$ cat src/rtl/prime_pkg.sv
// Shared definitions for the primality sequencer: state encoding and
// control-word layout (a1..a7 packed into bits 0..6).
package prime_pkg;

    typedef enum logic [2:0] {
        ST_IDLE = 3'd0,
        ST_INIT = 3'd1,
        ST_TEST = 3'd2,
        ST_FIN  = 3'd3,
        ST_DONE = 3'd4
    } state_t;

    localparam int unsigned A1_B = 0;
    localparam int unsigned A2_B = 1;
    localparam int unsigned A3_B = 2;
    localparam int unsigned A4_B = 3;
    localparam int unsigned A5_B = 4;
    localparam int unsigned A6_B = 5;
    localparam int unsigned A7_B = 6;

    // Holds K, E, C, P; A follows n because the datapath cannot hold A.
    localparam logic [6:0] CTL_NEUTRAL = 7'b1101010;

endpackage

$ cat src/rtl/prime_seq_decode.sv
// Combinational control-word and next-state decode for prime_seq_ctrl.
// PRIME_SEQ_EARLY_EXIT_EN: stop at the first proper divisor found.
module prime_seq_decode
    import prime_pkg::*;
(
    input  state_t      state,
    input  logic [7:0]  a_val,
    input  logic [7:0]  k_val,
    input  logic        n_small,
    output logic [6:0]  ctl,
    output state_t      state_nxt
);

    always_comb begin
        ctl       = CTL_NEUTRAL;
        state_nxt = state;
        case (state)
            ST_IDLE: state_nxt = ST_IDLE;
            ST_INIT: begin
                ctl[A2_B] = 1'b0;
                ctl[A3_B] = 1'b0;
                ctl[A5_B] = 1'b0;
                ctl[A6_B] = 1'b0;
                state_nxt = n_small ? ST_FIN : ST_TEST;
            end
            ST_TEST: begin
                if (k_val == '0) begin
                    state_nxt = ST_FIN;
                end else if (a_val >= k_val) begin
                    ctl[A1_B] = 1'b1;
                end else begin
                    ctl[A2_B] = 1'b0;
                    ctl[A3_B] = 1'b1;
                    ctl[A4_B] = 1'b0;
                    if (a_val == '0) begin
`ifdef PRIME_SEQ_EARLY_EXIT_EN
                        // K=1 always divides, so only a larger K proves compositeness.
                        if (k_val != 8'd1) begin
                            ctl[A2_B] = 1'b1;
                            state_nxt = ST_FIN;
                        end else begin
                            ctl[A6_B] = 1'b0;
                            ctl[A5_B] = 1'b1;
                        end
`else
                        ctl[A6_B] = 1'b0;
                        ctl[A5_B] = 1'b1;
`endif
                    end
                end
            end
            ST_FIN: begin
                ctl[A7_B] = 1'b0;
                state_nxt = ST_DONE;
            end
            ST_DONE: state_nxt = ST_IDLE;
            default: state_nxt = ST_IDLE;
        endcase
    end

endmodule

$ cat src/rtl/prime_seq_ctrl.sv
// Sequencer for the repeated-subtraction primality datapath; sole driver of a1..a7.
// PRIME_SEQ_EARLY_EXIT_EN (in prime_seq_decode) enables early exit on composites.
module prime_seq_ctrl
    import prime_pkg::*;
(
    input  logic        clk,
    input  logic        rst,
    input  logic        start,
    input  logic [7:0]  n,
    input  logic [7:0]  A,
    input  logic [7:0]  K,
    output logic        a1,
    output logic        a2,
    output logic        a3,
    output logic        a4,
    output logic        a5,
    output logic        a6,
    output logic        a7,
    output logic        busy,
    output logic        done,
    output logic [15:0] cyc_cnt
);

    state_t      state_q, state_d, dec_nxt;
    logic [7:0]  n_q, n_d;
    logic [15:0] cyc_cnt_q, cyc_cnt_d;
    logic        busy_q, busy_d;
    logic        done_q, done_d;
    logic [6:0]  ctl;

    prime_seq_decode u_decode (
        .state     (state_q),
        .a_val     (A),
        .k_val     (K),
        .n_small   (n_q < 8'd2),
        .ctl       (ctl),
        .state_nxt (dec_nxt)
    );

    always_comb begin
        state_d   = dec_nxt;
        n_d       = n_q;
        cyc_cnt_d = cyc_cnt_q;
        if (state_q == ST_IDLE && start) begin
            state_d   = ST_INIT;
            n_d       = n;
            cyc_cnt_d = '0;
        end
        if (state_q == ST_TEST && cyc_cnt_q != '1)
            cyc_cnt_d = cyc_cnt_q + 16'd1;
        busy_d = (state_d == ST_INIT) || (state_d == ST_TEST) || (state_d == ST_FIN);
        done_d = (state_d == ST_DONE);
    end

    always_ff @(posedge clk or posedge rst) begin
        if (rst) begin
            state_q   <= ST_IDLE;
            n_q       <= '0;
            cyc_cnt_q <= '0;
            busy_q    <= 1'b0;
            done_q    <= 1'b0;
        end else begin
            state_q   <= state_d;
            n_q       <= n_d;
            cyc_cnt_q <= cyc_cnt_d;
            busy_q    <= busy_d;
            done_q    <= done_d;
        end
    end

    assign a1      = ctl[A1_B];
    assign a2      = ctl[A2_B];
    assign a3      = ctl[A3_B];
    assign a4      = ctl[A4_B];
    assign a5      = ctl[A5_B];
    assign a6      = ctl[A6_B];
    assign a7      = ctl[A7_B];
    assign busy    = busy_q;
    assign done    = done_q;
    assign cyc_cnt = cyc_cnt_q;

endmodule

$ cat config.mk
export PLATFORM = sky130hd
export DESIGN_NAME = prime_seq_ctrl
export DESIGN_NICKNAME = d
export VERILOG_FILES = /design/src/rtl/prime_pkg.sv /design/src/rtl/prime_seq_decode.sv /design/src/rtl/prime_seq_ctrl.sv
export SDC_FILE = /design/constraint.sdc
export NUM_CORES = 1
export LEC_CHECK = 0
export BUFFER_PORTS_ARGS = -buffer_cell sky130_fd_sc_hd__buf_2
export CAP_MARGIN = 20
export CORE_UTILIZATION = 45
export CTS_CLUSTER_DIAMETER = 60
export DETAILED_ROUTE_END_ITERATION = 10
export GPL_ROUTABILITY_DRIVEN = 0
export HOLD_SLACK_MARGIN = 0.02
export PLACE_DENSITY_LB_ADDON = 0.3
export SLEW_MARGIN = 10
export SYNTH_ARGS = -nofsm -noshare
export SYNTH_HDL_FRONTEND = slang
export SYNTH_HIERARCHICAL = 1
export SYNTH_SLANG_ARGS = --single-unit
export TNS_END_PERCENT = 5
$ cat constraint.sdc
create_clock -name clk -period 5.3 [get_ports clk]
set_input_delay 1.06 -clock clk [delete_from_list [all_inputs] [get_ports clk]]
set_output_delay 1.06 -clock clk [all_outputs]
set_load 0.01 [all_outputs]
==> run_summary.xml, run 1 <==
<?xml version="1.0" encoding="UTF-8"?>
<metrics>
  <group name="logic_synthesis">
    <metric name="yosys_most_used_dff" unit="">sky130_fd_sc_hd__dfrtp_1</metric>
    <metric name="synth_cell_types" unit="">43</metric>
    <metric name="post_synth_instance_area" unit="µm²">1740</metric>
    <metric name="synthesis.instances" unit="">203</metric>
    <metric name="ys_seq_area_share" unit="%">40.3</metric>
    <metric name="postSynthAreaPerCell" unit="µm²">8.57</metric>
    <metric name="ys_seq_elements" unit="">28</metric>
    <metric name="synth_async_sr_flop_share" unit="%">100</metric>
    <metric name="ys_warn_count" unit="">6</metric>
    <metric name="synthesis.nets" unit="">239</metric>
    <metric name="synth_enable_flop_cells" unit="">0</metric>
  </group>
  <group name="cts">
    <metric name="clkSinkCount" unit="">28</metric>
    <metric name="cts_buffers" unit="">3</metric>
    <metric name="clk_path_buf_depth" unit="">2</metric>
    <metric name="clock_tree.htree_level_count" unit="">1</metric>
    <metric name="worstSkewPairLatency" unit="ns">0.27</metric>
    <metric name="cts_tree" unit="">done</metric>
    <metric name="cts_repair_resize_count" unit="">0</metric>
    <metric name="cts_hold_buffers" unit="">0</metric>
    <metric name="worst_setup_hold_path_clk_slew" unit="ns">0.09</metric>
    <metric name="ctsRootBufferMaster" unit="">sky130_fd_sc_hd__clkbuf_8</metric>
    <metric name="post-cts-setup-buffer-count" unit="">0</metric>
  </group>
  <group name="setup_path">
    <metric name="kind_of_start_point_of_the_critical_path" unit="">primary input</metric>
    <metric name="worstPathRequired" unit="ns">4.24</metric>
    <metric name="critPathCaptureType" unit="">primary output</metric>
    <metric name="worstRegToRegCells" unit="">6</metric>
    <metric name="criticalPathCategory" unit="">primary input to primary output</metric>
    <metric name="critical_path_peak_fanout" unit="">2</metric>
    <metric name="worst-endpoint-arrival" unit="ns">2.39</metric>
    <metric name="critical_path.startpoint" unit="">A[6]</metric>
    <metric name="worstReg2RegStart" unit="">cyc_cnt[0]</metric>
    <metric name="timing.rr.end" unit="">cyc_cnt[4]</metric>
    <metric name="end_of_the_critical_path" unit="">a6</metric>
    <metric name="timing.reg2reg.setup_slack" unit="ns">3.18</metric>
  </group>
  <group name="global_route">
    <metric name="wire_length_of_the_first_global_routing_pass" unit="µm">6510</metric>
    <metric name="antenna_found_initial" unit="">0</metric>
    <metric name="globalRouteOverflowTotal" unit="">0</metric>
    <metric name="groute.usage.overall" unit="%">20.0</metric>
    <metric name="maximum_number_of_pins_on_one_net_before_global_route_repair" unit="">29</metric>
    <metric name="via_count_of_the_first_global_routing_pass" unit="">1505</metric>
  </group>
  <group name="drt">
    <metric name="postRouteWirelength" unit="µm">3760</metric>
    <metric name="drt_iter0_markers" unit="">72</metric>
    <metric name="dr_vias_cell" unit="">5.41</metric>
    <metric name="route.detailed.wl_per_inst" unit="µm">12.5</metric>
    <metric name="route.detailed.drc" unit="">0</metric>
    <metric name="ant_nets" unit="">0</metric>
    <metric name="detailedRoute.firstPassIterationCount" unit="">4</metric>
    <metric name="num_vias" unit="">1629</metric>
  </group>
  <group name="pwr">
    <metric name="power.density" unit="nW/µm²">336</metric>
    <metric name="ir_worst_vdd" unit="mV">0.213</metric>
    <metric name="static_leakage_power" unit="nW">1.10</metric>
  </group>
  <group name="cells_and_area">
    <metric name="finish.instance_area" unit="µm²">2090</metric>
    <metric name="drive_above_1_share" unit="%">26.1</metric>
    <metric name="fin_util" unit="%">56.7</metric>
    <metric name="antennaDiodeCount" unit="">0</metric>
    <metric name="fill_cells" unit="">357</metric>
    <metric name="area.growth.synth_to_final" unit="%">20.1</metric>
    <metric name="num-nets-final" unit="">291</metric>
  </group>
  <group name="sta">
    <metric name="setup_viol" unit="">0</metric>
    <metric name="rsz_0062_raised_after_global_routing" unit="">false</metric>
    <metric name="fin_worst_skew" unit="ns">0.00208</metric>
    <metric name="postLayoutSetupSlackWorst" unit="ns">1.85</metric>
    <metric name="fin_crit_sh" unit="%">65.1</metric>
    <metric name="fin_tns_setup" unit="ns">0</metric>
    <metric name="timing.fmax" unit="MHz">290</metric>
    <metric name="maxSlewHeadroom" unit="%">42.8</metric>
    <metric name="worstMarginPinSlew" unit="ns">0.855</metric>
    <metric name="final_hold_viol_count" unit="">0</metric>
    <metric name="drv_slew" unit="">0</metric>
    <metric name="finalWorstPathRequiredPeriod" unit="ns">3.45</metric>
    <metric name="hold-worst-slack" unit="ns">0.478</metric>
  </group>
  <group name="floorplan">
    <metric name="placement_rows" unit="">22</metric>
    <metric name="die-width" unit="µm">64.2</metric>
    <metric name="initial_core_util" unit="%">47.2</metric>
    <metric name="dieArea" unit="µm²">4120</metric>
    <metric name="floorplan.io_pins" unit="">52</metric>
    <metric name="floorplan.core_area" unit="µm²">3690</metric>
    <metric name="vertical_die_dimension" unit="µm">64.2</metric>
  </group>
  <group name="min_path">
    <metric name="hold_path_startpoint" unit="">n_q[3]</metric>
    <metric name="hold_path.class" unit="">register to register</metric>
  </group>
  <group name="placed_design">
    <metric name="worst_setup_slack_before_clock_tree_synthesis" unit="ns">1.88</metric>
    <metric name="dp_hpwl" unit="µm">2780</metric>
    <metric name="placed_area" unit="µm²">2020</metric>
    <metric name="numPortBuffers" unit="">50</metric>
  </group>
  <group name="job">
    <metric name="maxCapViolations" unit="">0</metric>
  </group>
  <group name="outcome">
    <metric name="result_of_the_run" unit="">finished, final reports clean</metric>
  </group>
</metrics>
## worst min path at each step
stage                        end  slack, ns  depth (start not counted)
after floorplan           n_q[2]       0.44                          2
after global placement    n_q[3]       0.45                          2
after detailed placement  n_q[3]       0.46                          2
after CTS                 n_q[3]       0.48                          2
after global routing      n_q[2]       0.50                          2
final                     n_q[3]       0.48                          2
## power by group
group | leakage [nW] | internal (W) | total (W) | switching, W
Clock | 0.0216 | 0.0000511 | 0.000115 | 0.0000642
Combinational | 0.706 | 0.000113 | 0.000288 | 0.000175
Sequential | 0.373 | 0.000260 | 0.000300 | 0.0000402
Total | 1.10 | 0.000424 | 0.000703 | 0.000279
## cell usage after synthesis (2+ instances only)
| master | instances | area, µm² |
|---|---|---|
| sky130_fd_sc_hd__or3_1 | 5 | 31.3 |
| sky130_fd_sc_hd__nand3_1 | 9 | 45.0 |
| sky130_fd_sc_hd__or2_2 | 2 | 12.5 |
| sky130_fd_sc_hd__nor3_1 | 6 | 30.0 |
| sky130_fd_sc_hd__a21oi_1 | 8 | 40.0 |
| sky130_fd_sc_hd__and3_1 | 3 | 18.8 |
| sky130_fd_sc_hd__a21o_1 | 6 | 45.0 |
| sky130_fd_sc_hd__nand4_1 | 5 | 31.3 |
| sky130_fd_sc_hd__o21ai_0 | 12 | 60.1 |
| sky130_fd_sc_hd__inv_1 | 14 | 52.6 |
| sky130_fd_sc_hd__dfrtp_1 | 28 | 701 |
| sky130_fd_sc_hd__nor2b_1 | 3 | 18.8 |
| sky130_fd_sc_hd__mux2i_1 | 2 | 20.0 |
| sky130_fd_sc_hd__buf_2 | 2 | 10.0 |
| sky130_fd_sc_hd__or4_1 | 2 | 15.0 |
| sky130_fd_sc_hd__nor2_1 | 14 | 52.6 |
| sky130_fd_sc_hd__nor3b_1 | 2 | 15.0 |
| sky130_fd_sc_hd__ha_1 | 9 | 113 |
| sky130_fd_sc_hd__nor4_1 | 8 | 50.1 |
| sky130_fd_sc_hd__nand2_1 | 36 | 135 |
| sky130_fd_sc_hd__o21ai_1 | 5 | 25.0 |
## flip-flops by register name, indices dropped and copies added (netlist names)
signal,flops
n_q,7
cyc_cnt,16
state_q,3
busy,1
done,1
## critical path: stages
cell,delay (ns)
sky130_fd_sc_hd__buf_2,0.10
sky130_fd_sc_hd__ha_1,0.30
sky130_fd_sc_hd__a21o_1,0.17
sky130_fd_sc_hd__a2111oi_0,0.46
sky130_fd_sc_hd__a21oi_1,0.13
sky130_fd_sc_hd__buf_2,0.16
## per-layer routing
layer	track usage [%]	vias up	wire length [µm]
li1	-	828	-
met4	5.83	0	44
met2	32.4	42	1660
met5	0	-	0
met3	3.04	5	169
met1	27.5	754	1890
## cell families (layout without fill, tap and decap cells)
family / Yosys count / in the layout / share of synthesized area (%)
and+or+nand+nor: 106 / 106 / 33.1
buffers and inverters: 18 / 68 / 4.67
xor gates and xnor gates: 1 / 1 / 0.503
DFF: 28 / 28 / 40.3
muxes: 2 / 2 / 1.15
AOI/OAI and AO/OA: 39 / 39 / 13.9
adders and majority gates: 9 / 9 / 6.47
## metrics by stage
stage	power (W)	std cells
2_1_floorplan	0.000514	203
3_3_place_gp	0.000583	297
3_5_place_dp	0.000590	297
4_1_cts	0.000706	300
5_1_grt	0.000766	301
6_report	0.000703	301
## cell usage in the layout (no fill, tap or decap), types with 2 or more instances in the layout
master                     synthesis  layout
sky130_fd_sc_hd__buf_2             2      50
sky130_fd_sc_hd__nand2_1          36      36
sky130_fd_sc_hd__dfrtp_1          28      28
sky130_fd_sc_hd__nor2_1           14      14
sky130_fd_sc_hd__inv_1            14      14
sky130_fd_sc_hd__o21ai_0          12      12
sky130_fd_sc_hd__nand3_1           9       9
sky130_fd_sc_hd__ha_1              9       9
sky130_fd_sc_hd__a21oi_1           8       8
sky130_fd_sc_hd__nor4_1            8       8
sky130_fd_sc_hd__a21o_1            6       6
sky130_fd_sc_hd__nor3_1            6       6
sky130_fd_sc_hd__nand4_1           5       5
sky130_fd_sc_hd__or3_1             5       5
sky130_fd_sc_hd__o21ai_1           5       5
sky130_fd_sc_hd__and3_1            3       3
sky130_fd_sc_hd__nor2b_1           3       3
sky130_fd_sc_hd__clkbuf_8          0       3
sky130_fd_sc_hd__or2_2             2       2
sky130_fd_sc_hd__mux2i_1           2       2
sky130_fd_sc_hd__or4_1             2       2
sky130_fd_sc_hd__nor3b_1           2       2
## layout make-up
type,count,area [µm²],share of cell area (%)
clock buffer,3,41.3,1.97
inverter,14,52.6,2.51
multi-input combinational,157,958,45.8
sequential,28,701,33.5
tap,48,60.1,2.87
timing repair buffer,51,278,13.3
(Power assumes the default switching activity.)
==> run 2: changes to the inputs <==
- clock period: 5.3 -> 2.8 ns (I/O delays scaled with it)
==> run_summary.xml, run 2 (synthesis results as in run 1) <==
<?xml version="1.0" encoding="UTF-8"?>
<metrics>
  <group name="cts">
    <metric name="clock_tree.htree_level_count" unit="">1</metric>
    <metric name="cts_buffers" unit="">3</metric>
    <metric name="worst_setup_hold_path_clk_slew" unit="ns">0.09</metric>
    <metric name="post-cts-setup-buffer-count" unit="">0</metric>
    <metric name="cts_repair_resize_count" unit="">0</metric>
    <metric name="cts_hold_buffers" unit="">0</metric>
    <metric name="ctsRootBufferMaster" unit="">sky130_fd_sc_hd__clkbuf_8</metric>
    <metric name="clk_path_buf_depth" unit="">2</metric>
    <metric name="worstSkewPairLatency" unit="ns">0.27</metric>
    <metric name="clkSinkCount" unit="">28</metric>
    <metric name="cts_tree" unit="">done</metric>
  </group>
  <group name="sta">
    <metric name="fin_worst_skew" unit="ns">0.00304</metric>
    <metric name="final_hold_viol_count" unit="">0</metric>
    <metric name="setup_viol" unit="">0</metric>
    <metric name="finalWorstPathRequiredPeriod" unit="ns">2.42</metric>
    <metric name="worstMarginPinSlew" unit="ns">0.891</metric>
    <metric name="drv_slew" unit="">0</metric>
    <metric name="hold-worst-slack" unit="ns">0.337</metric>
    <metric name="rsz_0062_raised_after_global_routing" unit="">false</metric>
    <metric name="fin_crit_sh" unit="%">86.5</metric>
    <metric name="fin_tns_setup" unit="ns">0</metric>
    <metric name="timing.fmax" unit="MHz">413</metric>
    <metric name="maxSlewHeadroom" unit="%">40.4</metric>
  </group>
  <group name="global_route">
    <metric name="grt.met3_usage" unit="%">1.61</metric>
    <metric name="globalRouteOverflowTotal" unit="">0</metric>
    <metric name="wire_length_of_the_first_global_routing_pass" unit="µm">6450</metric>
    <metric name="maximum_number_of_pins_on_one_net_before_global_route_repair" unit="">29</metric>
    <metric name="met1_capacity_usage_during_global_routing" unit="%">25.8</metric>
    <metric name="met2_use_gr" unit="%">33.8</metric>
    <metric name="antenna_found_initial" unit="">0</metric>
    <metric name="groute.usage.overall" unit="%">19.4</metric>
    <metric name="grt_busiest_layer" unit="">met2</metric>
    <metric name="via_count_of_the_first_global_routing_pass" unit="">1518</metric>
  </group>
  <group name="cells_and_area">
    <metric name="final-seq-area" unit="µm²">701</metric>
    <metric name="leading_cell_type_in_the_layout_fill_and_taps_excluded" unit="">sky130_fd_sc_hd__buf_2</metric>
    <metric name="area.growth.synth_to_final" unit="%">20.2</metric>
    <metric name="fin_cells" unit="">303</metric>
    <metric name="max_reg_flops" unit="">16</metric>
    <metric name="num-nets-final" unit="">292</metric>
    <metric name="antennaDiodeCount" unit="">0</metric>
    <metric name="most_frequent_cells_in_the_layout" unit="">sky130_fd_sc_hd__buf_2, sky130_fd_sc_hd__nand2_1, sky130_fd_sc_hd__dfrtp_1</metric>
    <metric name="drive_above_1_share" unit="%">26.7</metric>
    <metric name="multi_input_area" unit="µm²">958</metric>
    <metric name="fill_cells" unit="">373</metric>
    <metric name="finish.instance_area" unit="µm²">2090</metric>
    <metric name="fin_util" unit="%">56.7</metric>
  </group>
  <group name="setup_path">
    <metric name="worstReg2RegStart" unit="">cyc_cnt[1]</metric>
    <metric name="worstRegToRegCells" unit="">6</metric>
    <metric name="worstPathRequired" unit="ns">2.24</metric>
    <metric name="kind_of_start_point_of_the_critical_path" unit="">primary input</metric>
    <metric name="critical_path_peak_fanout" unit="">4</metric>
    <metric name="critPathCaptureType" unit="">primary output</metric>
    <metric name="criticalPathCategory" unit="">primary input to primary output</metric>
    <metric name="timing.reg2reg.setup_slack" unit="ns">0.66</metric>
    <metric name="worst-endpoint-arrival" unit="ns">1.86</metric>
    <metric name="timing.rr.end" unit="">cyc_cnt[4]</metric>
  </group>
  <group name="pwr">
    <metric name="power.density" unit="nW/µm²">649</metric>
    <metric name="p_comb_share" unit="%">40.2</metric>
    <metric name="share_clk_of_total_power" unit="%">18.0</metric>
    <metric name="ir_worst_vdd" unit="mV">0.417</metric>
    <metric name="static_leakage_power" unit="nW">1.10</metric>
    <metric name="sw_frac_of_total" unit="%">38.6</metric>
    <metric name="p_switching" unit="W">0.000524</metric>
    <metric name="seq_power_share" unit="%">41.8</metric>
    <metric name="power.internal" unit="W">0.000835</metric>
  </group>
  <group name="drt">
    <metric name="detailedRoute.firstPassIterationCount" unit="">4</metric>
    <metric name="route.detailed.drc" unit="">0</metric>
    <metric name="postRouteWirelength" unit="µm">3770</metric>
    <metric name="dr_vias_cell" unit="">5.35</metric>
    <metric name="drt_iter0_markers" unit="">34</metric>
    <metric name="route.detailed.wl_per_inst" unit="µm">12.4</metric>
    <metric name="num_vias" unit="">1622</metric>
    <metric name="ant_nets" unit="">0</metric>
  </group>
  <group name="floorplan">
    <metric name="die-width" unit="µm">64.2</metric>
    <metric name="vertical_die_dimension" unit="µm">64.2</metric>
    <metric name="dieArea" unit="µm²">4120</metric>
    <metric name="initial_core_util" unit="%">47.2</metric>
    <metric name="floorplan.core_area" unit="µm²">3690</metric>
    <metric name="placement_rows" unit="">22</metric>
    <metric name="floorplan.io_pins" unit="">52</metric>
  </group>
  <group name="placed_design">
    <metric name="numPortBuffers" unit="">50</metric>
    <metric name="dp_hpwl" unit="µm">2840</metric>
    <metric name="placedCellCount" unit="">299</metric>
    <metric name="placed_area" unit="µm²">2040</metric>
  </group>
  <group name="min_path">
    <metric name="hold_path.class" unit="">primary input to async pin</metric>
  </group>
  <group name="job">
    <metric name="maxCapViolations" unit="">0</metric>
  </group>
  <group name="outcome">
    <metric name="result_of_the_run" unit="">finished, final reports clean</metric>
  </group>
</metrics>
-- run 2: changes by cell type in the layout (fill, tap and decap cells not counted) --
cell,before,now
sky130_fd_sc_hd__buf_16,1,0
sky130_fd_sc_hd__buf_4,0,2
sky130_fd_sc_hd__clkbuf_8,3,4
-- run 2: worst max-delay path, cell delays in order --
cell and delay [ns]:
sky130_fd_sc_hd__buf_2 0.11, sky130_fd_sc_hd__ha_1 0.30, sky130_fd_sc_hd__a21o_1 0.17, sky130_fd_sc_hd__a21oi_1 0.24, sky130_fd_sc_hd__nand2b_2 0.11, sky130_fd_sc_hd__nor3_1 0.21, sky130_fd_sc_hd__buf_2 0.17
-- run 2: area by class of cell --
cell class,count,share of cell area (%)
sequential,28,33.5
multi-input combinational,157,45.8
timing repair buffer,52,12.7
inverter,14,2.51
clock buffer,4,2.63
tap,48,2.87
-- run 2: metal layers --
metal / part of all wire (%) / routed length [µm]
met1: 48 / 1800
met2: 47 / 1770
met5: 0 / 0
met4: 0.56 / 21
met3: 4.6 / 173
-- run 2: worst max-delay path by stage --
| stage | endpoint | depth (start not counted) | from |
|---|---|---|---|
| after detailed placement | a2 | 6 | K[1] |
| final | a5 | 7 | A[6] |
| after global routing | a6 | 7 | K[6] |
| after global placement | a2 | 6 | K[1] |
| after floorplan | a5 | 6 | K[6] |
| after CTS | a2 | 6 | K[1] |
-- run 2: per-stage QoR --
stage	worst slack [ns]	total power [W]
floorplan	0.634	0.000973
global placement	0.418	0.00111
detailed placement	0.389	0.00113
CTS	0.387	0.00137
global route	0.227	0.00147
finish	0.377	0.00136
-- run 2: power groups by stage --
| stage | sequential (W) | combinational (W) | clock [W] |
|---|---|---|---|
| after floorplan | 0.000572 | 0.000401 | 0 |
| after global placement | 0.000575 | 0.000538 | 0 |
| after detailed placement | 0.000578 | 0.000547 | 0 |
| after CTS | 0.000570 | 0.000550 | 0.000254 |
| after global routing | 0.000585 | 0.000615 | 0.000269 |
| final | 0.000568 | 0.000546 | 0.000245 |
==> run 3: changes to the inputs <==
- CORE_MARGIN: default -> 2
==> run_summary.xml, run 3 (synthesis results as in run 1) <==
<?xml version="1.0" encoding="UTF-8"?>
<metrics>
  <group name="outcome">
    <metric name="result_of_the_run" unit="">finished, final reports clean</metric>
  </group>
  <group name="cts">
    <metric name="clk_path_buf_depth" unit="">2</metric>
    <metric name="cts_tree" unit="">done</metric>
    <metric name="ctsRootBufferMaster" unit="">sky130_fd_sc_hd__clkbuf_8</metric>
    <metric name="worst_setup_hold_path_clk_slew" unit="ns">0.09</metric>
    <metric name="post-cts-setup-buffer-count" unit="">0</metric>
    <metric name="cts_repair_resize_count" unit="">0</metric>
    <metric name="clkSinkCount" unit="">28</metric>
    <metric name="worstSkewPairLatency" unit="ns">0.27</metric>
    <metric name="cts_hold_buffers" unit="">0</metric>
    <metric name="cts_buffers" unit="">3</metric>
    <metric name="clock_tree.htree_level_count" unit="">1</metric>
  </group>
  <group name="cells_and_area">
    <metric name="num-nets-final" unit="">292</metric>
    <metric name="area.growth.synth_to_final" unit="%">20.2</metric>
    <metric name="most_frequent_cells_in_the_layout" unit="">sky130_fd_sc_hd__buf_2, sky130_fd_sc_hd__nand2_1, sky130_fd_sc_hd__dfrtp_1</metric>
    <metric name="leading_cell_type_in_the_layout_fill_and_taps_excluded" unit="">sky130_fd_sc_hd__buf_2</metric>
    <metric name="antennaDiodeCount" unit="">0</metric>
    <metric name="fin_cells" unit="">303</metric>
    <metric name="max_reg_flops" unit="">16</metric>
    <metric name="fill_cells" unit="">357</metric>
    <metric name="drive_above_1_share" unit="%">26.7</metric>
  </group>
  <group name="global_route">
    <metric name="grt.met3_usage" unit="%">2.21</metric>
    <metric name="grt_busiest_layer" unit="">met2</metric>
    <metric name="globalRouteOverflowTotal" unit="">0</metric>
    <metric name="maximum_number_of_pins_on_one_net_before_global_route_repair" unit="">29</metric>
    <metric name="via_count_of_the_first_global_routing_pass" unit="">1451</metric>
    <metric name="groute.usage.overall" unit="%">18.5</metric>
    <metric name="met2_use_gr" unit="%">29.9</metric>
    <metric name="antenna_found_initial" unit="">0</metric>
    <metric name="wire_length_of_the_first_global_routing_pass" unit="µm">6420</metric>
    <metric name="met1_capacity_usage_during_global_routing" unit="%">26.3</metric>
  </group>
  <group name="sta">
    <metric name="timing.fmax" unit="MHz">416</metric>
    <metric name="fin_crit_sh" unit="%">85.8</metric>
    <metric name="drv_slew" unit="">0</metric>
    <metric name="maxSlewHeadroom" unit="%">42.7</metric>
    <metric name="final_hold_viol_count" unit="">0</metric>
    <metric name="finalWorstPathRequiredPeriod" unit="ns">2.40</metric>
    <metric name="fin_tns_setup" unit="ns">0</metric>
    <metric name="setup_viol" unit="">0</metric>
    <metric name="fin_worst_skew" unit="ns">0.00578</metric>
    <metric name="rsz_0062_raised_after_global_routing" unit="">false</metric>
    <metric name="worstMarginPinSlew" unit="ns">0.857</metric>
  </group>
  <group name="placed_design">
    <metric name="placedCellCount" unit="">299</metric>
    <metric name="dp_hpwl" unit="µm">2770</metric>
    <metric name="numPortBuffers" unit="">50</metric>
  </group>
  <group name="setup_path">
    <metric name="critPathCaptureType" unit="">primary output</metric>
    <metric name="criticalPathCategory" unit="">primary input to primary output</metric>
    <metric name="worstPathRequired" unit="ns">2.24</metric>
    <metric name="worst-endpoint-arrival" unit="ns">1.84</metric>
    <metric name="worstReg2RegStart" unit="">cyc_cnt[0]</metric>
    <metric name="kind_of_start_point_of_the_critical_path" unit="">primary input</metric>
    <metric name="critical_path.startpoint" unit="">A[6]</metric>
    <metric name="critical_path_peak_fanout" unit="">2</metric>
  </group>
  <group name="pwr">
    <metric name="ir_worst_vdd" unit="mV">0.392</metric>
    <metric name="power.density" unit="nW/µm²">653</metric>
    <metric name="static_leakage_power" unit="nW">1.10</metric>
  </group>
  <group name="drt">
    <metric name="drt_iter0_markers" unit="">63</metric>
    <metric name="detailedRoute.firstPassIterationCount" unit="">4</metric>
    <metric name="route.detailed.drc" unit="">0</metric>
    <metric name="route.detailed.wl_per_inst" unit="µm">12.2</metric>
    <metric name="ant_nets" unit="">0</metric>
    <metric name="dr_vias_cell" unit="">5.28</metric>
    <metric name="postRouteWirelength" unit="µm">3690</metric>
    <metric name="num_vias" unit="">1599</metric>
  </group>
  <group name="floorplan">
    <metric name="placement_rows" unit="">22</metric>
    <metric name="die-width" unit="µm">66.2</metric>
    <metric name="floorplan.io_pins" unit="">52</metric>
    <metric name="initial_core_util" unit="%">47.2</metric>
    <metric name="floorplan.core_area" unit="µm²">3690</metric>
    <metric name="vertical_die_dimension" unit="µm">66.2</metric>
    <metric name="dieArea" unit="µm²">4380</metric>
  </group>
  <group name="min_path">
    <metric name="hold_path.class" unit="">primary input to async pin</metric>
  </group>
  <group name="job">
    <metric name="maxCapViolations" unit="">0</metric>
  </group>
</metrics>
## run 3: cell counts in the layout (fill, tap and decap cells not counted)
No cell type changed its count.
## run 3: through the flow
stage               cell area (µm²)  worst slack (ns)  hold slack (ns)  total power (W)  utilization (%)
floorplan                      1740             0.634            0.437         0.000973                -
global placement               2040             0.404            0.453          0.00111             55.2
detailed placement             2040             0.400            0.457          0.00113             55.2
CTS                            2090             0.393            0.336          0.00138             56.7
global route                   2090             0.279            0.361          0.00149             56.7
finish                         2090             0.397            0.329          0.00137             56.7
## run 3: cell type report
type                       instances  area [µm²]  area share (%)
inverter                          14        52.6            2.51
tap                               48        60.1            2.87
clock buffer                       4        55.1            2.63
sequential                        28         701            33.5
multi-input combinational        157         958            45.8
timing repair buffer              52         265            12.7
## run 3: final timing paths
path,cells past startpoint,endpoint,slack [ns]
worst max-delay path,6,a6,0.40
worst min-delay path,3,n_q[5],0.33
worst max register to register,6,cyc_cnt[4],0.68
worst min register to register,2,n_q[3],0.48
max in group asynchronous,3,cyc_cnt[11],2.21
min in group clk,3,n_q[4],0.47
## run 3: metal layers
metal / vias up / share of wire [%]
li1: 831 / -
met1: 713 / 49
met2: 50 / 44
met3: 5 / 6.3
met4: 0 / 0.92
met5: - / 0
## run 3: critical path, stage by stage
cell and delay (ns):
sky130_fd_sc_hd__buf_2 0.11, sky130_fd_sc_hd__ha_1 0.30, sky130_fd_sc_hd__a21o_1 0.17, sky130_fd_sc_hd__a2111oi_0 0.43, sky130_fd_sc_hd__a21oi_1 0.12, sky130_fd_sc_hd__buf_2 0.15
## run 3: report_power, final
part | internal, W | switching [W] | total, W
sequential | 0.000491 | 0.0000797 | 0.000571
combinational | 0.000217 | 0.000331 | 0.000548
clock | 0.000126 | 0.000121 | 0.000247
